**src/rtl/alu_mul_seq.sv**
```systemverilog
// Sequential 16x16 shift-add multiplier (low 16 bits of a*b) that performs every
// add on the shared 16-bit ALU: acc += mcand for each set multiplier bit, mcand doubles per bit.
module alu_mul_seq #(
  parameter bit EARLY_EXIT = 1'b1
) (
  input  logic        clk,
  input  logic        reset_n,
  input  logic        clear,
  input  logic        req_valid,
  output logic        req_ready,
  input  logic [15:0] req_a,
  input  logic [15:0] req_b,
  output logic        res_valid,
  input  logic        res_ready,
  output logic [15:0] res_data,
  output logic        res_zr,
  output logic        res_ng,
  output logic [15:0] alu_x,
  output logic [15:0] alu_y,
  output logic [5:0]  alu_ctl,
  input  logic [15:0] alu_out,
  input  logic        alu_zr,
  input  logic        alu_ng
);

  typedef enum logic [1:0] {
    IDLE,
    ADD,
    DBL,
    DONE
  } state_t;

  // ALU control words {zx,nx,zy,ny,f,no}
  localparam logic [5:0] CTL_ADD   = 6'b000010;
  localparam logic [5:0] CTL_PASSX = 6'b001100;
  localparam logic [5:0] CTL_ZERO  = 6'b101010;

  state_t      state, state_next;
  logic [15:0] acc, acc_next;
  logic [15:0] mcand, mcand_next;
  logic [15:0] mplr, mplr_next;
  logic [4:0]  cnt, cnt_next;
  logic [15:0] mplr_shift;

  assign mplr_shift = mplr >> 1;

  always_ff @(posedge clk or negedge reset_n) begin
    if (!reset_n) begin
      state <= IDLE;
      acc   <= '0;
      mcand <= '0;
      mplr  <= '0;
      cnt   <= '0;
    end else begin
      state <= state_next;
      acc   <= acc_next;
      mcand <= mcand_next;
      mplr  <= mplr_next;
      cnt   <= cnt_next;
    end
  end

  always_comb begin
    state_next = state;
    acc_next   = acc;
    mcand_next = mcand;
    mplr_next  = mplr;
    cnt_next   = cnt;
    req_ready  = 1'b0;
    res_valid  = 1'b0;
    res_data   = '0;
    res_zr     = 1'b0;
    res_ng     = 1'b0;
    alu_x      = '0;
    alu_y      = '0;
    alu_ctl    = CTL_ZERO;

    case (state)
      IDLE: begin
        req_ready = 1'b1;
        if (req_valid) begin
          acc_next   = '0;
          mcand_next = req_a;
          mplr_next  = req_b;
          cnt_next   = '0;
          if (EARLY_EXIT && (req_b == 16'd0)) begin
            state_next = DONE;
          end else if (req_b[0]) begin
            state_next = ADD;
          end else begin
            state_next = DBL;
          end
        end
      end

      ADD: begin
        alu_x      = acc;
        alu_y      = mcand;
        alu_ctl    = CTL_ADD;
        acc_next   = alu_out;
        state_next = DBL;
      end

      // Doubling mcand through the ALU (mcand+mcand) consumes one multiplier bit
      DBL: begin
        alu_x      = mcand;
        alu_y      = mcand;
        alu_ctl    = CTL_ADD;
        mcand_next = alu_out;
        mplr_next  = mplr_shift;
        cnt_next   = cnt + 5'd1;
        if ((EARLY_EXIT && (mplr_shift == 16'd0)) || (cnt == 5'd15)) begin
          state_next = DONE;
        end else if (mplr_shift[0]) begin
          state_next = ADD;
        end else begin
          state_next = DBL;
        end
      end

      DONE: begin
        res_valid = 1'b1;
        alu_x     = acc;
        alu_ctl   = CTL_PASSX;
        res_data  = acc;
        res_zr    = alu_zr;
        res_ng    = alu_ng;
        if (res_ready) begin
          state_next = IDLE;
        end
      end

      default: begin
        state_next = IDLE;
      end
    endcase

    // Abort wins over any handshake; datapath registers simply hold
    if (clear) begin
      state_next = IDLE;
      acc_next   = acc;
      mcand_next = mcand;
      mplr_next  = mplr;
      cnt_next   = cnt;
    end
  end

endmodule

```
**config.mk**
```make
export PLATFORM = sky130hd
export DESIGN_NAME = alu_mul_seq
export DESIGN_NICKNAME = d
export VERILOG_FILES = /design/src/rtl/alu_mul_seq.sv
export SDC_FILE = /design/constraint.sdc
export NUM_CORES = 1
export LEC_CHECK = 0
export CAP_MARGIN = 20
export CELL_PAD_IN_SITES_DETAIL_PLACEMENT = 0
export CELL_PAD_IN_SITES_GLOBAL_PLACEMENT = 2
export CORE_UTILIZATION = 28
export CTS_CLUSTER_DIAMETER = 120
export DETAILED_ROUTE_END_ITERATION = 10
export GPL_ROUTABILITY_DRIVEN = 0
export GPL_TIMING_DRIVEN = 0
export HOLD_SLACK_MARGIN = 0.15
export PLACE_DENSITY_LB_ADDON = 0.1
export SLEW_MARGIN = 10
export SYNTH_ARGS = -nofsm -noshare
export SYNTH_HDL_FRONTEND = slang
export SYNTH_SLANG_ARGS = --single-unit
```
**constraint.sdc**
```tcl
create_clock -name clk -period 5.65 [get_ports clk]
set_clock_uncertainty 0.15 [all_clocks]
set_input_delay 1.13 -clock clk [delete_from_list [all_inputs] [get_ports clk]]
set_output_delay 1.13 -clock clk [all_outputs]
set_load 0.02 [all_outputs]
```
# [Word-level counts from Yosys, hierarchy flattened]
# Index checks and enable logic that the tools add are counted.
[classes] add_sub_neg=1 eq_ne=7 muxes=24 bitwise=1 n_reduce_logical=11
[op_table] cell="16-bit case mux with 2 select lines" n=4
[op_table] cell="16-bit 2-to-1 mux" n=5
[op_table] cell="16-bit zero test" n=2
[op_table] cell="2-bit 2-to-1 mux" n=7
[op_table] cell="6-bit case mux with 2 select lines" n=1
[op_table] cell="5-bit case mux with 2 select lines" n=1
[op_table] cell="2-bit case mux with 4 select lines" n=1
[op_table] cell="3-bit != test, second input constant" n=2
[op_table] cell="3-bit AND reduction" n=2
[op_table] cell="5-bit by 1-bit adder with 5-bit output, second input constant" n=1
[op_table] cell="5-bit by 4-bit == test with 1-bit output, second input constant" n=1
[op_table] cell="5-bit 2-to-1 mux" n=1
[op_table] cell="2-bit == test, second input constant" n=2
[op_table] cell="1-bit 2-to-1 mux" n=4
[op_table] cell="2-bit nonzero test" n=2
[op_table] cell="2-bit OR reduction" n=2
[op_table] cell="2-bit by 1-bit == test with 1-bit output, second input constant" n=1
[op_table] cell="2-bit zero test" n=1
[op_table] cell="2-bit != test, second input constant" n=1
[op_table] cell="2-bit AND reduction" n=1
[op_table] cell="1-bit logical OR" n=1
[op_table] cell="1-bit inverter" n=1
[word_totals] reg_bits=55 input_bits=55 out_inout_bits=58 word_cells=49

# [Longest topological paths before layout]
# Gate-level depths: netlist (run 1).
[depth] ltp_word=5 ltp_mapped=9 ltp_nobuf=6

# [Worst setup path before layout (run 1)]
# OpenSTA, ideal clock, no wires.
[synth_path] path_kind="register to output" startpoint="register state[0]" endpoint="output port alu_x[0]" t_arrival_ps=1795 required_ps=4370 setup_slack_ps=2575 path_stages_with_launch=7 n_path_buf=3 path_cell_list="dfrtp_1 > clkbuf_1 > inv_1 > ha_1 > buf_2 > clkbuf_1 > nor2_1"
[synth_via] elab_chain_cells=3 elab_cells_between_ends=5 cone_classes="eq/ne: 3; mux: 1; reduce/logical: 1"
[synth_lines] element="start, declared" line_no="38" text="state_t state, state_next;"
[synth_lines] element="start signal, assigned" line_no="55" text="state <= state_next;"
[synth_lines] element="2-bit == test / 2-bit by 1-bit == test with 1-bit output (equally long branches)" line_no="78" text="case (state)"
[synth_lines] element="2-bit OR reduction (no source line)"
[synth_lines] element="16-bit case mux with 2 select lines (*)" line_no="78"
[synth_lines] element="end, declared" line_no="18" text="output logic [15:0] alu_x,"
# Mark *: on every way between the ends. The rest lies on a longest branch, timed or not.

# [Final worst setup path (run 1)]
# Same ends and word-level chain as after synthesis.

==> results of run 1 <==
==> metrics by stage <==
step / util / power [uW] / setup WS (ns) / std cells
2_1_floorplan: - / 1393 / 2.575 / 335
3_3_place_gp: 0.4053 / 1871 / 1.324 / 585
3_5_place_dp: 0.4051 / 1884 / 1.396 / 585
4_1_cts: 0.4124 / 2106 / 1.047 / 592
5_1_grt: 0.4124 / 2241 / 0.8646 / 592
6_report: 0.4124 / 2076 / 1.102 / 592
==> kinds of logic (layout without fill, tap and decap cells) <==
kind of cell,after synthesis,after routing,synth area share
muxes,33,33,0.1054
DFF,54,54,0.4313
adders and majority gates,7,7,0.02795
other,1,2,0.001197
AOI/OAI and AO/OA,83,83,0.1729
and+or+nand+nor,119,119,0.2009
buffers and inverters,37,154,0.06031
==> flip-flops by register name, indices dropped and copies added, names as in the netlist <==
register  flops
acc          16
mcand        16
mplr         15
cnt           5
state         2
==> final cells by class <==
class | instances | area, um2
Fill cell | 1132 | 6397
Multi-Input combinational cell | 244 | 1597
Sequential cell | 54 | 1351
Timing Repair Buffer | 110 | 1099
Tap cell | 140 | 175.2
Buffer | 27 | 151.4
Clock buffer | 6 | 72.57
Inverter | 10 | 37.54
Clock inverter | 1 | 7.507
==> per-layer routing <==
metal | vias up | track usage
met5 | - | 0
met4 | 0 | 0.03523
met3 | 6 | 0.02906
met2 | 78 | 0.3100
met1 | 1386 | 0.2495
li1 | 1397 | -
==> power breakdown <==
group | switching (uW) | internal (uW) | total, uW | leakage [uW]
Sequential | 153 | 566 | 719 | 0.000649
Combinational | 618 | 523 | 1140 | 0.00112
Clock | 130 | 85.6 | 216 | 0.0000373
==> synth_stat cells (all sizes together) <==
cell,n
dfrtp,54
nor2,51
a21oi,37
and2,34
mux2i,33
a22o,17
a22oi,17
buf,17
clkbuf,10
inv,10
ha,7
nor3,7
nor4,7
o21ai,6
nand2,4
nand2b,4
or2,3
nand4,2
nor2b,2
a221o,1
a31o,1
and3,1
conb,1
nand3,1
nand3b,1
nor3b,1
o21bai,1
o221ai,1
o22ai,1
o32ai,1
or2b,1
==> cell usage in the layout (no fill, tap or decap), drive strengths merged, types with 16 or more instances in the layout <==
cell type / instances
clkbuf: 16
nor2: 51
clkdlybuf4s50: 109
a22oi: 17
a22o: 17
mux2i: 33
a21oi: 37
dfrtp: 54
buf: 18
and2: 34
==> final timing paths <==
path                       endpoint  slack [ns]  cells past startpoint
hold / removal              acc[14]        0.38                      1
hold reg to reg             acc[14]        0.38                      1
setup / recovery           alu_x[0]        1.10                      8
min in group asynchronous    cnt[3]        0.70                      1
max in group asynchronous  state[0]        4.12                      1
setup reg to reg             acc[9]        2.79                      9
==> critical path: stages, from the launching register on <==
cell                              delay (ns)
sky130_fd_sc_hd__dfrtp_1                0.42
sky130_fd_sc_hd__clkbuf_1               0.33
sky130_fd_sc_hd__inv_1                  0.23
sky130_fd_sc_hd__ha_1                   0.16
sky130_fd_sc_hd__clkbuf_1               0.28
sky130_fd_sc_hd__clkbuf_1               0.56
sky130_fd_sc_hd__a22oi_1                0.19
sky130_fd_sc_hd__nor2_1                 0.16
sky130_fd_sc_hd__clkdlybuf4s50_1        0.63
==> results_dict.tcl, run 1 <==
set metrics [dict create \
    power.density_cell_area_mw_per_mm2 462.4 \
    r2r-start "state[0]" \
    detailroute.wirelength.met3_um 462 \
    postCtsSetupBuffers 0 \
    startpoint_type_of_the_worst_setup_path "flop" \
    layout-drive-gt1-share 0.06637 \
    rsz_0062_raised_after_global_routing "false" \
    ir_worst_vdd_v 0.0001884 \
    die_width_um 107.8 \
    drc 0 \
    finalHoldViolCount 0 \
    netlist.top_cell.by_area "sky130_fd_sc_hd__dfrtp_1" \
    initial_core_util 0.2877 \
    area_growth_pct 43.33 \
    place.port_buffers 110 \
    cts-root-buf "sky130_fd_sc_hd__clkbuf_8" \
    number_of_cts_inserted_buffers 5 \
    ant_nets 0 \
    fin_crit_sh 0.8050 \
    tns_ns 0 \
    status "finished clean" \
    netlist_top_cells_area "sky130_fd_sc_hd__dfrtp_1, sky130_fd_sc_hd__mux2i_1, sky130_fd_sc_hd__and2_1" \
    routed-wl-met2_mm 4.916 \
    timing.critical_path.arrival_ns 3.27 \
    timing.max_cap.violations 0 \
    setup.worst_path.class "reg -> out" \
    rows 38 \
    die_area_mm2 0.01162 \
    cts_hold_buf 0 \
    hold_path.class "reg -> reg" \
    syn_inst 334 \
    timing.critical_path.fanout_max 10 \
    design.portCount 113 \
    syn-cell-area_mm2 0.003133 \
    drt_iter0_drc 78 \
    finalMaxSlewViolations 0 \
    viasPerCell 4.843 \
    wirelength_met1_mm 4.911 \
    max_freq_mhz 219.9 \
    routed_wl_mm 10.36 \
    clock_latency_ns 0.31 \
    placedInstanceArea_mm2 0.004410 \
    highest-signal-layer "met4" \
    post_syn_area_per_cell_um2 9.380 \
    finalSetupViolCount 0 \
    clk_pin_slew_ns 0.10 \
    yosysWarningCount 0 \
    global_route_wire_length_before_repair_mm 16.29 \
    clock_tree_from_tritoncts "built" \
    die_height_um 107.8 \
    final_design_area_no_fill_mm2 0.004491 \
    synth_top_area_share 0.4313 \
    final_nets 514 \
    drt_pass1_iterations 4 \
    num_antenna_cells 0 \
    cts-resized-gates 0 \
    grt_max_degree 55 \
    power.leakage_uw 0.001807 \
    synthDistinctLibCells 38 \
    ctsHtreeMaxLevel 2 \
    vias_in_the_first_global_route 2978 \
    holdWs_ns 0.3847 \
    detailroute.via_count 2867 \
    core_region_area_mm2 0.01089 \
    cts.sink_count 54 \
    cp.required_ns 4.37 \
    post_drt_wl_per_cell_um 17.51 \
    globalRouteTotalUtil 0.1843 \
    globalRouteOverflowTotal 0 \
    clock_tree.buffer_depth 2 \
    synth_seq_cells 54 \
    maxSlewHeadroom 0.5002 \
    min_from "acc[14]" \
    capturing_element_type_of_the_critical_path "primary output" \
    hpwl_mm 7.370 \
    sequential_share_of_the_synthesized_area 0.4313 \
    worst_slew_pin_slew_ns 0.7497 \
    worst_setup_path_startpoint "state[0]" \
    number_of_antenna_violations_at_the_first_check_in_global_routing 0 \
    final.min_clock_period_ns 4.548 \
]
(Power assumes the default switching activity.)
==> run 2, diff against run 1 <==
--- a/config.mk
+++ b/config.mk
@@ -8,7 +8,7 @@
 export CAP_MARGIN = 20
 export CELL_PAD_IN_SITES_DETAIL_PLACEMENT = 0
 export CELL_PAD_IN_SITES_GLOBAL_PLACEMENT = 2
-export CORE_UTILIZATION = 28
+export CORE_UTILIZATION = 24
 export CTS_CLUSTER_DIAMETER = 120
 export DETAILED_ROUTE_END_ITERATION = 10
 export GPL_ROUTABILITY_DRIVEN = 0
==> constraint.sdc (replaced) <==
create_clock -name clk -period 3.75 [get_ports clk]
set_clock_uncertainty 0.15 [all_clocks]
set_input_delay 0.75 -clock clk [delete_from_list [all_inputs] [get_ports clk]]
set_output_delay 0.75 -clock clk [all_outputs]
set_load 0.02 [all_outputs]
==> run 2 against run 1 <==
Compared with the run above:
- count of clock-buffer cells in the layout unchanged
- worst hold slack worse by 0.021 ns
- design area up 2.3%
- via count up 1.4%
- non-clock buffer count down 2
- flip-flop and latch count unchanged
- power up 58%
- clock power up 120%
- cell count up 5.1%
- sequential power up 52%
- critical endpoint is now alu_x[3]
==> results_dict.tcl, run 2 (synthesis gave the netlist of run 1 again) <==
set metrics [dict create \
    finalHoldViolCount 0 \
    globalRouteOverflowTotal 0 \
    layout-drive-gt1-share 0.08222 \
    number_of_antenna_violations_at_the_first_check_in_global_routing 0 \
    timing.critical_path.fanout_max 10 \
    die_height_um 116.3 \
    power.density_cell_area_mw_per_mm2 714.8 \
    cts-root-buf "sky130_fd_sc_hd__clkbuf_16" \
    final_design_area_no_fill_mm2 0.004596 \
    clock_tree.buffer_depth 2 \
    initial_core_util 0.2473 \
    maxSlewHeadroom 0.4938 \
    ir_worst_vdd_v 0.0001851 \
    vias_in_the_first_global_route 2989 \
    clock_tree_from_tritoncts "built" \
    cts.sink_count 54 \
    clock_latency_ns 0.30 \
    drt_pass1_iterations 4 \
    timing.max_cap.violations 0 \
    die_width_um 116.3 \
    rows 41 \
    mostFrequentLayoutCell "sky130_fd_sc_hd__clkdlybuf4s50_1" \
    finalMaxSlewViolations 0 \
    routed_wl_mm 10.68 \
    power.share.clock 0.143 \
    registers_with_the_most_flip_flops "acc (16), mcand (16), mplr (15)" \
    globalRouteTotalUtil 0.1649 \
    design.portCount 113 \
    drt_iter0_drc 159 \
    filler_cell_count 1329 \
    final.min_clock_period_ns 3.557 \
    comb_power_share 0.526 \
    hold_path.class "in -> async" \
    critical_path.max_stage_delay_ns 0.63 \
    number_of_cts_inserted_buffers 5 \
    finalPower_uw 3285 \
    worst_path_cell_trace "clkbuf_4 -> inv_1 -> ha_1 -> buf_2 -> clkbuf_2 -> nor2_1 -> clkdlybuf4s50_1" \
    status "finished clean" \
    drc 0 \
    rsz_0062_raised_after_global_routing "false" \
    clk_pin_slew_ns 0.07 \
    swShare 0.4220 \
    final_nets 512 \
    capturing_element_type_of_the_critical_path "primary output" \
    post_drt_wl_per_cell_um 17.17 \
    place.port_buffers 110 \
    fin_crit_sh 0.9485 \
    finalCoreUtilization 0.3627 \
    power_report.internal_total_uw 1899 \
    ant_nets 0 \
    tns_ns 0 \
    timing.critical_path.arrival_ns 2.66 \
    dp_worst_setup_slack_ns -0.05227 \
    worst_slew_pin_slew_ns 0.7593 \
    cp.required_ns 2.85 \
    placedInstanceArea_mm2 0.004451 \
    core_region_area_mm2 0.01267 \
    cp_slowest_cell "sky130_fd_sc_hd__clkdlybuf4s50_1" \
    total_switching_power_uw 1386 \
    global_route_wire_length_before_repair_mm 16.82 \
    num_antenna_cells 0 \
    ctsHtreeMaxLevel 2 \
    viasPerCell 4.674 \
    grt_max_degree 55 \
    power.share.sequential 0.331 \
    most-common-layout-cells "sky130_fd_sc_hd__clkdlybuf4s50_1, sky130_fd_sc_hd__dfrtp_1, sky130_fd_sc_hd__nor2_1" \
    power.leakage_uw 0.001854 \
    area_growth_pct 46.69 \
    startpoint_type_of_the_worst_setup_path "flop" \
    setup.worst_path.class "reg -> out" \
    max_freq_mhz 281.2 \
    finalSetupViolCount 0 \
    die_area_mm2 0.01352 \
    detailroute.via_count 2907 \
    postLayoutSetupSlackWorst_ns 0.1932 \
    hpwl_mm 7.692 \
]
[run 2: changes by cell type in the layout (fill, tap and decap cells not counted)]
cell	previous run	this run
sky130_fd_sc_hd__clkbuf_1	11	2
sky130_fd_sc_hd__clkbuf_16	0	5
sky130_fd_sc_hd__clkbuf_8	5	0
sky130_fd_sc_hd__clkbuf_2	0	4
sky130_fd_sc_hd__clkbuf_4	0	3
[run 2: what timing repair did]
action	4_1_cts	5_1_grt
gates resized for setup	9	2
pin swaps	0	0
setup endpoints to repair	26	24
setup buffers	0	0
hold buffers	0	0
[run 2: stage by stage]
| step | cells | hold slack (ns) |
|---|---|---|
| 5_1_grt | 622 | 0.3985 |
| 3_3_place_gp | 617 | 0.3541 |
| 2_1_floorplan | 335 | 0.3044 |
| 6_report | 622 | 0.3639 |
| 3_5_place_dp | 617 | 0.3659 |
| 4_1_cts | 624 | 0.3826 |
[run 2: layout make-up]
class | count | area (um2) | area share
Inverter | 10 | 37.54 | 0.008168
Timing Repair Buffer | 110 | 1099 | 0.2390
Multi-Input combinational cell | 244 | 1597 | 0.3474
Buffer | 25 | 160.2 | 0.03485
Tap cell | 172 | 215.2 | 0.04683
Clock buffer | 6 | 128.9 | 0.02804
Clock inverter | 1 | 7.507 | 0.001634
Sequential cell | 54 | 1351 | 0.2940
[run 2: path summary, 6_finish.rpt]
check                      startpoint  slack, ns  cells past startpoint   endpoint
max in group asynchronous     reset_n       2.57                      1    acc[12]
setup reg to reg             state[0]       1.25                      9  mcand[12]
hold / removal                reset_n       0.36                      1    mplr[7]
min in group clk               acc[2]       0.38                      1     acc[2]
setup / recovery             state[0]       0.19                      7   alu_x[3]
hold reg to reg                acc[2]       0.38                      1     acc[2]
[run 2: power groups by stage]
stage | Sequential (uW) | Clock (uW) | Combinational (uW)
6_report | 1090 | 470 | 1730
5_1_grt | 1130 | 504 | 1900
4_1_cts | 1090 | 482 | 1760
3_5_place_dp | 1090 | 0 | 1740
3_3_place_gp | 1090 | 0 | 1740
2_1_floorplan | 1020 | 0 | 1080
[run 2: metal layers]
metal,part of all wire,routed length (um),vias to the layer above,global-route usage
met5,0,0,-,0
met4,0.0053,57,0,0.03248
met1,0.49,5236,1426,0.2356
li1,-,-,1404,-
met2,0.47,5001,73,0.2619
met3,0.036,383,4,0.02698
[run 2: worst max-delay path: cells and delay by family (launching register included)]
family	cells	cell delay [ns]
buffers and inverters	5	1.46
adders and majority gates	1	0.28
DFF	1	0.41
and+or+nand+nor	1	0.21
==> run 3, diff against run 2 <==
--- a/config.mk
+++ b/config.mk
@@ -5,6 +5,7 @@
 export SDC_FILE = /design/constraint.sdc
 export NUM_CORES = 1
 export LEC_CHECK = 0
+export ABC_CLOCK_PERIOD_IN_PS = 3750
 export CAP_MARGIN = 20
 export CELL_PAD_IN_SITES_DETAIL_PLACEMENT = 0
 export CELL_PAD_IN_SITES_GLOBAL_PLACEMENT = 2
@@ -15,6 +16,7 @@
 export GPL_TIMING_DRIVEN = 0
 export HOLD_SLACK_MARGIN = 0.15
 export PLACE_DENSITY_LB_ADDON = 0.1
+export REMOVE_ABC_BUFFERS = 1
 export SLEW_MARGIN = 10
 export SYNTH_ARGS = -nofsm -noshare
 export SYNTH_HDL_FRONTEND = slang
==> run 3 against run 2 <==
Compared with the run above:
- non-clock buffer count down 23
- critical path type unchanged
- via count is 6.1% lower
- combinational power decreased by 3%
- clock power rose by 33%
- sequential power barely moved
- cell count down 3.5%
- routed wire length down 6.4%
==> results_dict.tcl, run 3 (synthesis gave the netlist of run 1 again) <==
set metrics [dict create \
    global_route_wire_length_before_repair_mm 15.44 \
    comb_power_share 0.491 \
    timing.max_cap.violations 0 \
    final.min_clock_period_ns 3.468 \
    power.density_cell_area_mw_per_mm2 739.5 \
    rows 41 \
    endpoint "alu_x[13]" \
    power.leakage_uw 0.001790 \
    finalMaxSlewViolations 0 \
    detailroute.via_count 2730 \
    power.share.clock 0.184 \
    drc 0 \
    fin_crit_sh 0.9247 \
    ctsHtreeMaxLevel 2 \
    core_region_area_mm2 0.01267 \
    r2r-start "state[0]" \
    die_area_mm2 0.01352 \
    area_growth_pct 46.41 \
    num_antenna_cells 0 \
    worst_setup_path_startpoint "state[0]" \
    clock_tree.buffer_depth 2 \
    power_report.internal_total_uw 2044 \
    maxSlewHeadroom 0.4140 \
    cts-root-buf "sky130_fd_sc_hd__clkbuf_16" \
    routed_wl_mm 9.995 \
    post_drt_wl_per_cell_um 16.66 \
    drt_iter0_drc 74 \
    finalSetupViolCount 0 \
    worst_slew_pin_slew_ns 0.8769 \
    finalHoldViolCount 0 \
    swShare 0.3973 \
    clock_latency_ns 0.30 \
    cts.sink_count 54 \
    tns_ns 0 \
    startpoint_type_of_the_worst_setup_path "flop" \
    regToRegSetupSlack_ns 0.58 \
    globalRouteTotalUtil 0.1521 \
    registers_with_the_most_flip_flops "acc (16), mcand (16), mplr (15)" \
    rsz_0062_raised_after_global_routing "false" \
    place.port_buffers 110 \
    hpwl_mm 6.674 \
    total_switching_power_uw 1348 \
    cts_hold_buf 0 \
    cp.required_ns 2.85 \
    worst_flop_to_flop_path_endpoint "mcand[1]" \
    timing.critical_path.arrival_ns 2.57 \
    number_of_cts_inserted_buffers 5 \
    capturing_element_type_of_the_critical_path "primary output" \
    setup.worst_path.class "reg -> out" \
    clk_pin_slew_ns 0.07 \
    ir_worst_vdd_v 0.0002811 \
    globalRouteOverflowTotal 0 \
    drt_pass1_iterations 4 \
    r2r.worst_path.cells 7 \
    status "finished clean" \
    power.share.sequential 0.325 \
    clock_tree_from_tritoncts "built" \
    layout-drive-gt1-share 0.04907 \
    number_of_antenna_violations_at_the_first_check_in_global_routing 0 \
    vias_in_the_first_global_route 2754 \
    postCtsSetupBuffers 0 \
    final-seq-area_mm2 0.001353 \
    final_nets 489 \
    design.portCount 113 \
    filler_cell_count 1324 \
    die_height_um 116.3 \
    timing.critical_path.fanout_max 39 \
    hold_path.class "in -> async" \
    mostFrequentLayoutCell "sky130_fd_sc_hd__clkdlybuf4s50_1" \
    max_freq_mhz 288.4 \
    grt_max_degree 55 \
    multi_input_comb_area_mm2 0.001629 \
    viasPerCell 4.550 \
    finalCoreUtilization 0.3620 \
    most-common-layout-cells "sky130_fd_sc_hd__clkdlybuf4s50_1, sky130_fd_sc_hd__dfrtp_1, sky130_fd_sc_hd__nor2_1" \
    die_width_um 116.3 \
    ant_nets 0 \
    initial_core_util 0.2473 \
]
run 3: layout make-up:
| type | instances | share of cell area |
|---|---|---|
| clock buffers | 6 | 0.03028 |
| clock inverters | 2 | 0.01309 |
| inverters | 10 | 0.008183 |
| multi-input cells | 244 | 0.3552 |
| flip-flops and latches | 54 | 0.2949 |
| well taps | 172 | 0.04692 |
| repair buffers | 112 | 0.2515 |
run 3: what timing repair did:
action                     in CTS  in global routing
setup endpoints to repair       7                  5
cloned                          0                  0
resized for setup               1                  2
run 3: worst min path at each step:
stage / from / to / slack, ns
after floorplan: reset_n / acc[0] / 0.30
after global placement: acc[10] / acc[10] / 0.36
after detailed placement: acc[12] / acc[12] / 0.36
after CTS: acc[12] / acc[12] / 0.38
after global routing: acc[15] / acc[15] / 0.40
final: reset_n / mplr[9] / 0.36
run 3: metrics by stage:
stage               std cells  instance area, um2  worst slack (ns)  total power (uW)  hold WS [ns]
global route              600                4587            0.1508              3640        0.3987
CTS                       600                4576           0.05911              3448        0.3790
finish                    600                4587            0.2822              3392        0.3620
detailed placement        592                4374            0.1201              2798        0.3566
floorplan                 308                2985           -0.2864              2049        0.3044
global placement          590                4302            -2.213              2754        0.3561
run 3: routing by layer:
| metal | global-route usage | share of wire |
|---|---|---|
| met5 | 0 | 0 |
| met4 | 0.03846 | 0.0088 |
| met1 | 0.1949 | 0.46 |
| met3 | 0.03166 | 0.042 |
| met2 | 0.2600 | 0.48 |
run 3: power groups by stage:
stage	logic, uW	registers [uW]	clock network, uW
detailed placement	1690	1100	0
global placement	1660	1100	0
global route	1830	1150	664
finish	1670	1100	625
CTS	1700	1100	652
floorplan	1020	1030	0
run 3: critical path: stages, from the launching register on:
cell	delay [ns]
sky130_fd_sc_hd__dfrtp_2	0.54
sky130_fd_sc_hd__inv_1	0.20
sky130_fd_sc_hd__ha_4	0.33
sky130_fd_sc_hd__buf_16	0.28
sky130_fd_sc_hd__a22oi_1	0.10
sky130_fd_sc_hd__nor2_1	0.16
sky130_fd_sc_hd__clkdlybuf4s50_1	0.63
